## src/rtl/axis_frame_pattern_gen_if.sv

```systemverilog
// Stream + write-length descriptor bundle between the pattern generator and the DMA write path.
interface axis_frame_pattern_gen_if #(
  parameter int DATA_WIDTH = 64,
  parameter int KEEP_WIDTH = DATA_WIDTH / 8,
  parameter int USER_WIDTH = 1,
  parameter int LEN_WIDTH  = 11
);
  logic [DATA_WIDTH-1:0] tdata;
  logic [KEEP_WIDTH-1:0] tkeep;
  logic                  tvalid;
  logic                  tready;
  logic                  tlast;
  logic [USER_WIDTH-1:0] tuser;
  logic [LEN_WIDTH-1:0]  desc_len;
  logic                  desc_valid;
  logic                  desc_ready;

  modport master (
    output tdata, tkeep, tvalid, tlast, tuser, desc_len, desc_valid,
    input  tready, desc_ready
  );

  modport slave (
    input  tdata, tkeep, tvalid, tlast, tuser, desc_len, desc_valid,
    output tready, desc_ready
  );
endinterface

```

## src/rtl/axis_frame_pattern_gen.sv

```systemverilog
// AXI4-Stream test-frame source: announces each frame's byte length on the descriptor
// channel, then streams a counter / fill / counter+sequence pattern of that length.
module axis_frame_pattern_gen #(
  parameter int DATA_WIDTH = 64,
  parameter int KEEP_WIDTH = DATA_WIDTH / 8,
  parameter int USER_WIDTH = 1,
  parameter int LEN_WIDTH  = 11,
  parameter int CNT_WIDTH  = 32
) (
  input  logic                  clk,
  input  logic                  rst,
  input  logic                  i_enable,
  input  logic [1:0]            i_cfg_mode,
  input  logic [7:0]            i_cfg_fill,
  input  logic [LEN_WIDTH-1:0]  i_cfg_min_len,
  input  logic [LEN_WIDTH-1:0]  i_cfg_max_len,
  input  logic [LEN_WIDTH-1:0]  i_cfg_len_step,
  input  logic [CNT_WIDTH-1:0]  i_cfg_frame_limit,
  axis_frame_pattern_gen_if.master m_axis,
  output logic [CNT_WIDTH-1:0]  o_frame_count,
  output logic                  o_busy,
  output logic                  o_done
);
  localparam int OFF_W = LEN_WIDTH + 2;

  typedef enum logic [1:0] {S_IDLE, S_DESC, S_DATA} state_t;

  state_t                r_state, w_state_nxt;
  logic [LEN_WIDTH-1:0]  r_len;
  logic [1:0]            r_mode;
  logic [7:0]            r_fill;
  logic [7:0]            r_fseq;
  logic [OFF_W-1:0]      r_off;
  logic                  r_desc_valid;
  logic                  r_tvalid;
  logic                  r_tlast;
  logic [DATA_WIDTH-1:0] r_tdata;
  logic [KEEP_WIDTH-1:0] r_tkeep;
  logic [CNT_WIDTH-1:0]  r_frame_count;
  logic [CNT_WIDTH-1:0]  r_run_cnt;
  logic                  r_done;

  logic                  w_desc_hs, w_data_hs, w_last_hs, w_limit_hit, w_desc_entry;
  logic [LEN_WIDTH:0]    w_len_sum;
  logic [LEN_WIDTH-1:0]  w_len_cand, w_len_new;
  logic [OFF_W-1:0]      w_beat_off;
  logic [7:0]            w_fseq;
  logic [DATA_WIDTH-1:0] w_tdata;
  logic [KEEP_WIDTH-1:0] w_tkeep;
  logic                  w_tlast;

  assign w_desc_hs   = r_desc_valid && m_axis.desc_ready;
  assign w_data_hs   = r_tvalid && m_axis.tready;
  assign w_last_hs   = w_data_hs && r_tlast;
  // Run counter restarts whenever enable drops, so a re-enabled run honours the limit again.
  assign w_limit_hit = (i_cfg_frame_limit != '0) &&
                       ((r_run_cnt + CNT_WIDTH'(1)) == i_cfg_frame_limit);

  always_comb begin
    w_state_nxt = r_state;
    case (r_state)
      S_IDLE: if (i_enable && !r_done) w_state_nxt = S_DESC;
      S_DESC: if (w_desc_hs) w_state_nxt = S_DATA;
      S_DATA: if (w_last_hs) w_state_nxt = (i_enable && !w_limit_hit) ? S_DESC : S_IDLE;
      default: w_state_nxt = S_IDLE;
    endcase
  end

  assign w_desc_entry = (w_state_nxt == S_DESC) && (r_state != S_DESC);

  // Starting from IDLE always restarts at min; otherwise step, wrapping on overflow or > max.
  assign w_len_sum  = {1'b0, r_len} + {1'b0, i_cfg_len_step};
  assign w_len_cand = (r_state == S_IDLE || w_len_sum[LEN_WIDTH] ||
                       w_len_sum[LEN_WIDTH-1:0] > i_cfg_max_len)
                      ? i_cfg_min_len : w_len_sum[LEN_WIDTH-1:0];
  assign w_len_new  = (w_len_cand == '0) ? LEN_WIDTH'(1) : w_len_cand;

  assign w_beat_off = w_desc_hs ? '0 : r_off + OFF_W'(KEEP_WIDTH);
  assign w_fseq     = w_desc_hs ? r_frame_count[7:0] : r_fseq;
  assign w_tlast    = (w_beat_off + OFF_W'(KEEP_WIDTH)) >= {2'b00, r_len};

  always_comb begin
    w_tdata = '0;
    w_tkeep = '0;
    for (int i = 0; i < KEEP_WIDTH; i++) begin
      if ((w_beat_off + OFF_W'(i)) < {2'b00, r_len}) begin
        w_tkeep[i] = 1'b1;
        case (r_mode)
          2'd1:    w_tdata[i*8 +: 8] = r_fill;
          2'd2:    w_tdata[i*8 +: 8] = w_beat_off[7:0] + 8'(i) + w_fseq;
          default: w_tdata[i*8 +: 8] = w_beat_off[7:0] + 8'(i);
        endcase
      end
    end
  end

  always_ff @(posedge clk) begin
    if (rst) begin
      r_state       <= S_IDLE;
      r_len         <= '0;
      r_mode        <= '0;
      r_fill        <= '0;
      r_fseq        <= '0;
      r_off         <= '0;
      r_desc_valid  <= 1'b0;
      r_tvalid      <= 1'b0;
      r_tlast       <= 1'b0;
      r_tdata       <= '0;
      r_tkeep       <= '0;
      r_frame_count <= '0;
      r_run_cnt     <= '0;
      r_done        <= 1'b0;
    end else begin
      r_state      <= w_state_nxt;
      r_desc_valid <= (w_state_nxt == S_DESC);
      if (w_desc_entry) begin
        r_len  <= w_len_new;
        r_mode <= (i_cfg_mode == 2'd3) ? 2'd0 : i_cfg_mode;
        r_fill <= i_cfg_fill;
      end
      if (w_desc_hs) r_fseq <= r_frame_count[7:0];
      if (w_desc_hs || (w_data_hs && !r_tlast)) begin
        r_off    <= w_beat_off;
        r_tvalid <= 1'b1;
        r_tdata  <= w_tdata;
        r_tkeep  <= w_tkeep;
        r_tlast  <= w_tlast;
      end else if (w_last_hs) begin
        r_tvalid <= 1'b0;
        r_tdata  <= '0;
        r_tkeep  <= '0;
        r_tlast  <= 1'b0;
      end
      if (w_last_hs) begin
        r_frame_count <= r_frame_count + CNT_WIDTH'(1);
        r_run_cnt     <= r_run_cnt + CNT_WIDTH'(1);
        if (w_limit_hit) r_done <= 1'b1;
      end
      if (!i_enable) begin
        r_done    <= 1'b0;
        r_run_cnt <= '0;
      end
    end
  end

  assign m_axis.tdata      = r_tdata;
  assign m_axis.tkeep      = r_tkeep;
  assign m_axis.tvalid     = r_tvalid;
  assign m_axis.tlast      = r_tlast;
  assign m_axis.tuser      = '0;
  assign m_axis.desc_len   = r_len;
  assign m_axis.desc_valid = r_desc_valid;
  assign o_frame_count     = r_frame_count;
  assign o_busy            = (r_state != S_IDLE);
  assign o_done            = r_done;
endmodule

```

## src/flat_wrapper.sv

```systemverilog
// flat-port wrapper written by rule: the top's interface ports become plain ports
module axis_frame_pattern_gen_flat 
#(
  parameter int DATA_WIDTH = 64,
  parameter int KEEP_WIDTH = DATA_WIDTH / 8,
  parameter int USER_WIDTH = 1,
  parameter int LEN_WIDTH  = 11,
  parameter int CNT_WIDTH  = 32
)
  (clk, rst, i_enable, i_cfg_mode, i_cfg_fill, i_cfg_min_len, i_cfg_max_len, i_cfg_len_step, i_cfg_frame_limit, o_frame_count, o_busy, o_done, m_axis_tdata, m_axis_tkeep, m_axis_tvalid, m_axis_tlast, m_axis_tuser, m_axis_desc_len, m_axis_desc_valid, m_axis_tready, m_axis_desc_ready);
  axis_frame_pattern_gen_if #(.DATA_WIDTH(DATA_WIDTH), .KEEP_WIDTH(KEEP_WIDTH), .USER_WIDTH(USER_WIDTH), .LEN_WIDTH(LEN_WIDTH)) m_axis_i ();
  input  logic clk;
  input  logic rst;
  input  logic i_enable;
  input  logic [1:0] i_cfg_mode;
  input  logic [7:0] i_cfg_fill;
  input  logic [LEN_WIDTH-1:0] i_cfg_min_len;
  input  logic [LEN_WIDTH-1:0] i_cfg_max_len;
  input  logic [LEN_WIDTH-1:0] i_cfg_len_step;
  input  logic [CNT_WIDTH-1:0] i_cfg_frame_limit;
  output logic [CNT_WIDTH-1:0] o_frame_count;
  output logic o_busy;
  output logic o_done;
  output wire logic [$bits(m_axis_i.tdata)-1:0] m_axis_tdata;
  output wire logic [$bits(m_axis_i.tkeep)-1:0] m_axis_tkeep;
  output wire logic [$bits(m_axis_i.tvalid)-1:0] m_axis_tvalid;
  output wire logic [$bits(m_axis_i.tlast)-1:0] m_axis_tlast;
  output wire logic [$bits(m_axis_i.tuser)-1:0] m_axis_tuser;
  output wire logic [$bits(m_axis_i.desc_len)-1:0] m_axis_desc_len;
  output wire logic [$bits(m_axis_i.desc_valid)-1:0] m_axis_desc_valid;
  input wire logic [$bits(m_axis_i.tready)-1:0] m_axis_tready;
  input wire logic [$bits(m_axis_i.desc_ready)-1:0] m_axis_desc_ready;
  assign m_axis_tdata = m_axis_i.tdata;
  assign m_axis_tkeep = m_axis_i.tkeep;
  assign m_axis_tvalid = m_axis_i.tvalid;
  assign m_axis_tlast = m_axis_i.tlast;
  assign m_axis_tuser = m_axis_i.tuser;
  assign m_axis_desc_len = m_axis_i.desc_len;
  assign m_axis_desc_valid = m_axis_i.desc_valid;
  assign m_axis_i.tready = m_axis_tready;
  assign m_axis_i.desc_ready = m_axis_desc_ready;
  axis_frame_pattern_gen #(.DATA_WIDTH(DATA_WIDTH), .KEEP_WIDTH(KEEP_WIDTH), .USER_WIDTH(USER_WIDTH), .LEN_WIDTH(LEN_WIDTH), .CNT_WIDTH(CNT_WIDTH)) u_core (.clk(clk), .rst(rst), .i_enable(i_enable), .i_cfg_mode(i_cfg_mode), .i_cfg_fill(i_cfg_fill), .i_cfg_min_len(i_cfg_min_len), .i_cfg_max_len(i_cfg_max_len), .i_cfg_len_step(i_cfg_len_step), .i_cfg_frame_limit(i_cfg_frame_limit), .m_axis(m_axis_i), .o_frame_count(o_frame_count), .o_busy(o_busy), .o_done(o_done));
endmodule
```

## config.mk

```make
export PLATFORM = sky130hd
export DESIGN_NAME = axis_frame_pattern_gen_flat
export DESIGN_NICKNAME = d
export VERILOG_FILES = /design/src/rtl/axis_frame_pattern_gen_if.sv /design/src/rtl/axis_frame_pattern_gen.sv /design/src/flat_wrapper.sv
export SDC_FILE = /design/constraint.sdc
export NUM_CORES = 1
export LEC_CHECK = 0
export BUFFER_PORTS_ARGS = -buffer_cell sky130_fd_sc_hd__buf_2
export CAP_MARGIN = 20
export CORE_UTILIZATION = 50
export CTS_CLUSTER_DIAMETER = 80
export CTS_CLUSTER_SIZE = 16
export DETAILED_ROUTE_END_ITERATION = 12
export PLACE_DENSITY = 0.71
export REMOVE_ABC_BUFFERS = 1
export SYNTH_ARGS = -nofsm -noshare
export SYNTH_HDL_FRONTEND = slang
export SYNTH_SLANG_ARGS = --single-unit
export TNS_END_PERCENT = 50
```

## constraint.sdc

```tcl
create_clock -name clk -period 5.4 [get_ports clk]
set_input_delay 0 -clock clk [delete_from_list [all_inputs] [get_ports clk]]
set_output_delay 0 -clock clk [all_outputs]
set_load 0.05 [all_outputs]
```

### Yosys cells after proc, flatten, opt, wreduce, memory -nomap -nowiden

Index checks and enable logic that the tools add are counted.
Widths: inputs -> output; s select.

| operators by class | value |
|---|---|
| $add $sub $neg | 27 |
| magnitude comparators | 10 |
| equal/unequal tests | 8 |
| muxes and demuxes | 41 |
| bitwise logic cells | 1 |
| reductions and logical operators | 21 |

Operator list:

| cell | number |
|---|---|
| $mux 64 | 2 |
| $pmux 8 s2 | 8 |
| $lt 13x11->1 | 8 |
| $mux 8 | 11 |
| $add 32x1->32 const B | 2 |
| $add 8x8->8 | 8 |
| $add 13x3->13 const B | 4 |
| $add 8x3->8 const B | 4 |
| $eq 32x32->1 | 1 |
| $reduce_bool 32->1 | 1 |
| $add 13x2->13 const B | 2 |
| $add 13x4->13 const B | 2 |
| $mux 11 | 2 |
| $add 8x2->8 const B | 2 |
| $add 13x1->13 const B | 1 |
| $ge 13x11->1 | 1 |
| $mux 13 | 1 |
| $add 11x11->12 | 1 |
| $mux 1 | 12 |
| $gt 11x11->1 | 1 |
| $logic_not 11->1 | 1 |
| $add 8x1->8 const B | 1 |
| $logic_and 1x1->1 | 8 |
| $mux 2 | 4 |
| 11 further kinds | 20 |

| storage, ports and cells | value |
|---|---|
| register bits | 184 |
| input port bits | 80 |
| output and inout port bits | 121 |
| word-level logic and storage cells | 122 |

### Longest topological paths before layout

Gate-level depths: netlist of run 1.

| logic depth | value |
|---|---|
| depth in word-level cells | 10 |
| depth in mapped cells | 20 |
| gate-level depth less buffers | 19 |

### Worst setup path after synthesis of run 1

OpenSTA, ideal clock, no wires.

| timing path | value |
|---|---|
| kind | reg-to-reg |
| start point | reg u_core.r_desc_valid, in the netlist u_core.m_axis.desc_valid |
| end point | reg u_core.r_tdata[11], in the netlist u_core.m_axis.tdata[11] |
| library setup time | 62 ps |
| arrival time | 4436 ps |
| data required time | 5338 ps |
| slack | 902 ps |
| cell stages (with the launch flop) | 18 |
| path buffers | 3 |
| period minus slack after synthesis | 4498 ps |
| cell sequence | dfxtp_1 nand2_1 clkbuf_1 nand2b_1 inv_2 ha_1 clkbuf_1 or4b_1 clkbuf_1 nor2_1 nand3_1 xnor2_1 ha_1 and4_1 a2111oi_0 nand4_1 nor3_2 a32o_1 |

| between the ends | value |
|---|---|
| word-level cells in the longest chain between the ends | 7 |
| elaborated cells between the ends (all ways) | 12 |
| classes of those cells | 3 x add/sub; 1 x order compare; 5 x mux; 3 x reduce/logical |

RTL lines:

| what | RTL line | RTL |
|---|---|---|
| start: declaration | axis_frame_pattern_gen.sv:34 | `logic r_desc_valid;` |
| start signal: assignment | axis_frame_pattern_gen.sv:115 | `r_desc_valid <= (w_state_nxt == S_DESC);` |
| $logic_and 1x1->1 * | axis_frame_pattern_gen.sv:52 | `assign w_desc_hs = r_desc_valid && m_axis.desc_ready;` |
| $mux 13 * | axis_frame_pattern_gen.sv:78 | `assign w_beat_off = w_desc_hs ? '0 : r_off + OFF_W'(KEEP_WIDTH);` |
| via u_core.w_beat_off[3] | axis_frame_pattern_gen.sv:46 | `logic [OFF_W-1:0] w_beat_off;` |
| $add 8x1->8 | axis_frame_pattern_gen.sv:90, axis_frame_pattern_gen.sv:91 |  |
| $add 8x8->8 | axis_frame_pattern_gen.sv:90 | `2'd2: w_tdata[i*8 +: 8] = w_beat_off[7:0] + 8'(i) + w_fseq;` |
| $pmux 8 s2 | axis_frame_pattern_gen.sv:88 | `case (r_mode)` |
| $mux 8 * | axis_frame_pattern_gen.sv:86 | `if ((w_beat_off + OFF_W'(i)) < {2'b00, r_len}) begin` |
| $mux 64 * | axis_frame_pattern_gen.sv:122 | `if (w_desc_hs \|\| (w_data_hs && !r_tlast)) begin` |
| end signal: assignment | axis_frame_pattern_gen.sv:125 | `r_tdata <= w_tdata;` |
| end: declaration | axis_frame_pattern_gen.sv:37 | `logic [DATA_WIDTH-1:0] r_tdata;` |

The timed path passes the listed nets; every way through them passes the cells marked *.
A chain may end at the register's enable or synchronous reset.

### Worst setup path after layout of run 1

| timing path | value |
|---|---|
| start point | reg u_core.r_off[3] |
| end point | reg u_core.r_tdata[11], in the netlist u_core.m_axis.tdata[11] |

| between the ends | value |
|---|---|
| elaborated cells between the ends (all ways) | 9 |
| classes of those cells | 4 x add/sub; 1 x order compare; 4 x mux |

RTL lines:

| what | RTL line | RTL |
|---|---|---|
| start: declaration | axis_frame_pattern_gen.sv:33 | `logic [OFF_W-1:0] r_off;` |
| start signal: assignment | axis_frame_pattern_gen.sv:123 | `r_off <= w_beat_off;` |
| $add 13x4->13 | axis_frame_pattern_gen.sv:78 |  |
| $mux 13 | axis_frame_pattern_gen.sv:78 |  |
| via u_core.w_beat_off[4] | axis_frame_pattern_gen.sv:46 |  |
| $add 13x1->13 | axis_frame_pattern_gen.sv:86 |  |
| $lt 13x11->1 | axis_frame_pattern_gen.sv:86 |  |
| $mux 8 | axis_frame_pattern_gen.sv:86 |  |
| $mux 64 | axis_frame_pattern_gen.sv:122 |  |

The timed path passes the listed nets, and every way through them passes these cells.

==> results of run 1 <==
sequential cells by signal, indices dropped and copies added, names as in the netlist, 2 cells and up:
signal and count:
u_core.r_fill 8, u_core.r_run_cnt 32, u_core.o_frame_count 32, u_core.m_axis.tdata 64, u_core.m_axis.tkeep 8, u_core.r_fseq 8, u_core.r_mode 2, u_core.m_axis.desc_len 11
u_core.r_off 13, u_core.r_state 2
worst max-delay path, cell delays in order, from the launching register on:
cell and delay [ps]:
dfxtp_1 370, ha_1 340, nand2_1 120, inv_2 250, ha_1 380, or4b_1 740
nor2_1 570, nand3_1 160, xnor2_1 160, ha_1 290, and4_1 210, a2111oi_0 410
nand4_1 270, nor3_2 440, a32o_1 230
cell families after synthesis:
group                      share of synthesized area
adders and majority gates                      0.151
muxes                                         0.0192
xor gates and xnor gates                       0.131
buffers and inverters                         0.0400
and+or+nand+nor                                0.194
other                                       0.000254
DFF                                            0.250
AOI/OAI and AO/OA                              0.215
synth_stat cells, types with 19 or more instances:
master      n  area [sq um]
nand4_1    29           181
a211oi_1   31           233
o21a_1     34           255
nor2b_1    24           150
nand2_1   171           642
a21oi_1   159           796
clkbuf_1   54           203
a21o_1     34           255
or3_1      28           175
nor4_1     19           119
o21ai_0    61           305
nor2_1    174           653
nand3_1    36           180
mux2i_1    26           260
dfxtp_1   184          3680
a22o_1     42           368
xnor2_1   152          1330
inv_1      67           251
xor2_1     69           604
nor3_1     23           115
ha_1      170          2130
area by class of cell:
class,instances,share of cell area
multi-input combinational,1489,0.617
sequential,184,0.217
timing repair buffer,247,0.0846
tap,384,0.0283
clock buffer,19,0.0267
inverter,75,0.0166
clock inverter,13,0.00943
antenna,1,0.000147
routing by layer:
layer	track usage	vias to the layer above	routed length, um
met2	0.495	615	20900
met5	0	-	0
li1	-	6900	-
met4	0.147	0	2130
met1	0.422	6884	21400
met3	0.0423	121	3340
stage by stage:
stage,total power (W),util,hold slack (ps)
finish,0.00364,0.589,75.3
global route,0.00378,0.588,140
CTS,0.00364,0.587,62.9
detailed placement,0.00233,0.558,254
global placement,0.00232,0.558,255
floorplan,0.00205,-,69.1
path summary, 6_finish.rpt:
check                                       startpoint                   endpoint  cells past startpoint
worst min register to register  u_core.m_axis.tdata[1]     u_core.m_axis.tdata[1]                      2
worst min-delay path                 i_cfg_len_step[0]  u_core.m_axis.desc_len[0]                      4
worst max-delay path                   u_core.r_off[3]    u_core.m_axis.tdata[11]                     14
worst max register to register         u_core.r_off[3]    u_core.m_axis.tdata[11]                     14
power groups by stage:
stage / Clock, W / Sequential [W] / Combinational [W]
finish: 0.00131 / 0.00143 / 0.000905
global route: 0.00137 / 0.00144 / 0.000976
CTS: 0.00132 / 0.00143 / 0.000889
detailed placement: 0 / 0.00146 / 0.000871
global placement: 0 / 0.00146 / 0.000854
floorplan: 0 / 0.00158 / 0.000469
==> impl_metrics.yaml, run 1 <==
status:
  status: "finished clean"
logic_synthesis:
  seq_area_frac_synth: 0.250
  synth_top_flop_cell: "dfxtp_1"
  ys_types: 78
  netlist_area_sq_um: 14800
  ys_ff_latch: 184
  yosysWarnings: 0
  syn_inst: 1825
  synth_edf_count: 0
  avgSynthCellArea_sq_um: 8.08
  synthArstFlopShare: 0
global_routing:
  grt_pass1_wl_um: 74800
  antenna_found_initial: 1
  grt_pass1_vias: 13730
  grt_max_degree: 67
  grtUsageTotal: 0.313
  grt.overflow.total: 0
detailed_routing:
  drt_iter0_markers: 1314
  drc_errors: 0
  dr.pass1.iters: 5
  routedWlPerCell_um: 19.8
  vias: 14520
  routed_wl_um: 47800
  via_per_inst: 6.02
  drtAntennaViolNets: 0
floorplanning:
  chipHeight_um: 174
  die_width_um: 174
  start_util: 0.511
  dieArea_sq_um: 30200
  fp-row-count: 62
  core_sq_um: 28900
  pin_count: 201
timing:
  timing.fmax_mhz: 200
  slew_violations: 0
  rsz0062_at_grt: "false"
  setup_viol: 0
  period_minus_slack_ps: 5010
  finalHoldViolations: 0
  setup_tns_ps: 0
  finClkSkew_ps: 13.7
  post-route-period-util: 0.928
  tightestPinTransition_ps: 1010
  relSlewSlack: 0.328
  worst_slack_ps: 391
finish:
  mostFrequentLayoutCells: "buf_2 (199), dfxtp_1 (184), nor2_1 (174)"
  final-instance-count-excl-fill: 2412
  final_common_cell: "buf_2"
  multi_input_area_sq_um: 10500
  syn_to_final_growth_pct: 15.1
  layout.area.seq_sq_um: 3680
  drive_gt1_frac: 0.146
  design_area_sq_um: 17000
  fillerInstances: 2699
  fin_nets: 2269
clock_tree:
  worstSkewPairLatency_ps: 450
  clock_path_buffers: 2
  holdBufCountCts: 24
  cts_buffers: 17
  cts_tree: "done"
  cts_htree_levels: 4
  post-cts-setup-buffer-count: 0
  cts.sinks: 184
  cts-root-buf: "clkbuf_16"
  path_clk_slew_ps: 80
  ctsResizeCount: 0
critical_path:
  critPathLaunchType: "register"
  ff2ff_setup_slack_ps: 390
  path_class: "reg -> reg"
  required_ps: 5790
  crit_arrival_ps: 5400
  worst_setup_path_end_kind: "register"
  critPathMaxFanout: 11
pwr:
  pwr-share-seq: 0.393
  internal_power_w: 0.00240
  p_comb_frac: 0.248
  p_sw_w: 0.00124
  peakVddDrop_v: 0.000205
  clockPowerShare: 0.359
  powerDensity_nw_per_um2: 214
  switching_share: 0.342
  p_leak_nw: 7.37
flow_run:
  maxCapViolCount: 0
place:
  numPortBuffers: 199
  dp_hpwl_um: 35800
  dp_cells: 2353
  place_ws_ps: 516
  postPlaceCellArea_sq_um: 16100
  gp_congestion: 0.973
min_path:
  hp-class: "in -> reg"
No activity file was read; power rests on OpenSTA's default activity.
==> run 2, diff against run 1 <==
- CTS_BUF_LIST: default -> sky130_fd_sc_hd__clkbuf_8
- clock period: 5.4 -> 6 ns (I/O delays scaled with it)
==> run 2 against run 1 <==
  * Total power shrank 18%
  * Critical path depth grew 3
  * Final cell count is 0.17% higher
  * First-iteration DRC count down 14%
  * Highest routed layer unchanged
==> impl_metrics.yaml, run 2 (synthesis results as in run 1) <==
status:
  status: "finished clean"
finish:
  final_common_cell: "buf_2"
  design_area_sq_um: 16800
  drive_gt1_frac: 0.143
  largest_reg_flops: 64
  final-instance-count-excl-fill: 2416
  fin_nets: 2274
  syn_to_final_growth_pct: 14.2
  mostFrequentLayoutCells: "buf_2 (198), dfxtp_1 (184), nor2_1 (173)"
timing:
  rsz0062_at_grt: "false"
  setup_viol: 0
  setup_tns_ps: 0
  period_minus_slack_ps: 4970
  relSlewSlack: 0.240
  tightestPinTransition_ps: 1130
  finClkSkew_ps: 20.3
  whs_ps: 34.1
  slew_violations: 0
  post-route-period-util: 0.829
  timing.fmax_mhz: 201
  finalHoldViolations: 0
floorplanning:
  dieArea_sq_um: 30200
  start_util: 0.511
  fp-row-count: 62
  pin_count: 201
  core_sq_um: 28900
  die_width_um: 174
  chipHeight_um: 174
place:
  gp_congestion: 0.985
  dp_cells: 2351
  postPlaceCellArea_sq_um: 16100
  dp_hpwl_um: 36100
  numPortBuffers: 199
clock_tree:
  holdBufCountCts: 32
  worstSkewPairLatency_ps: 490
  cts_buffers: 17
  ctsResizeCount: 0
  post-cts-setup-buffer-count: 0
  cts_tree: "done"
  cts_htree_levels: 4
  cts.sinks: 184
  cts-root-buf: "clkbuf_8"
  clock_path_buffers: 2
  path_clk_slew_ps: 120
detailed_routing:
  drtAntennaViolNets: 0
  vias: 14408
  drc_errors: 0
  routedWlPerCell_um: 19.7
  routed_wl_um: 47600
  drt_iter0_markers: 1130
  via_per_inst: 5.96
  dr.pass1.iters: 8
pwr:
  power_w: 0.00298
  p_leak_nw: 7.31
  peakVddDrop_v: 0.000150
  powerDensity_nw_per_um2: 177
critical_path:
  r2r_end: "u_core.m_axis.desc_len[5]"
  required_ps: 6400
  ff2ff_setup_slack_ps: 1030
  crit_top_cell: "a211o_1"
  critPathMaxFanout: 13
  slowest_delay_ps: 630
  critPathLaunchType: "register"
  crit_chain: "inv_1 -> fa_1 -> nor2b_1 -> o31a_1 -> o221ai_1 -> a22oi_1 -> o311ai_0 -> ha_1 -> nand4_1 -> nor2_1 -> and3_1 -> a211o_1 -> nand4b_1 -> a211o_1 -> mux2i_1 -> a211oi_1 -> dlygate4sd3_1"
  path_class: "reg -> reg"
  cp_slowest_cell: "o311ai_0"
  crit_arrival_ps: 5370
  worstReg2RegStart: "u_core.m_axis.desc_len[1]"
  worstRegToRegCells: 17
  worst_setup_path_end_kind: "register"
min_path:
  min_from: "i_cfg_len_step[0]"
  hold-path-endpoint: "u_core.m_axis.desc_len[0]"
  hp-class: "in -> reg"
  min_path_cells: 4
global_routing:
  grtUsageTotal: 0.317
  grt_max_degree: 69
  antenna_found_initial: 1
  grt_pass1_wl_um: 75800
  grt_pass1_vias: 13854
  grt.overflow.total: 0
flow_run:
  maxCapViolCount: 0
## run 2: cell count changes in the layout (fill, tap and decap cells not counted), sizes merged
| cell | change |
|---|---|
| dlygate4sd3 | +8 |
| buf | -3 |
| clkbuf | -2 |
| inv | +1 |
## run 2: worst max-delay path by stage
stage	slack, ps	endpoint	cells past startpoint	start
floorplan	1550	u_core.m_axis.tdata[11]	14	u_core.m_axis.desc_valid
global placement	1320	u_core.m_axis.tdata[55]	15	u_core.m_axis.desc_valid
detailed placement	1200	u_core.m_axis.tdata[11]	14	u_core.r_off[3]
CTS	1090	u_core.m_axis.desc_len[5]	17	u_core.m_axis.desc_len[1]
global route	660	u_core.m_axis.tdata[19]	14	u_core.r_off[3]
finish	1030	u_core.m_axis.desc_len[5]	17	u_core.m_axis.desc_len[1]
## run 2: layout make-up
cell class,instances,area [sq um]
multi-input cells,1489,10500
repair buffers,252,1510
flip-flops and latches,184,3680
fillers,2707,12000
diodes,1,2.50
well taps,384,480
clock buffers,17,234
clock inverters,14,168
inverters,75,282
## run 2: routing by layer
| layer | global-route usage | vias up | part of all wire |
|---|---|---|---|
| met2 | 0.503 | 616 | 0.44 |
| met5 | 0 | - | 0 |
| met3 | 0.0535 | 109 | 0.080 |
| met1 | 0.423 | 6775 | 0.44 |
| met4 | 0.134 | 0 | 0.036 |
| li1 | - | 6908 | - |
## run 2: metrics by stage
| step | setup WS [ps] | util |
|---|---|---|
| CTS | 1090 | 0.583 |
| finish | 1030 | 0.584 |
| global route | 662 | 0.584 |
| global placement | 1320 | 0.557 |
| floorplan | 1550 | - |
| detailed placement | 1200 | 0.558 |
## run 2: power by group
group	internal, W	leakage (nW)	switching, W
logic	0.000290	5.62	0.000528
registers	0.00126	1.49	0.0000303
clock network	0.000346	0.202	0.000528
## run 2: worst max-delay path, delay by kind of cell, from the launching register on
kind	cells	cell delay, ps
compound gates	7	2130
fa+ha+maj	2	660
buf+inv	2	920
flops	1	350
mux	1	290
simple gates	5	520
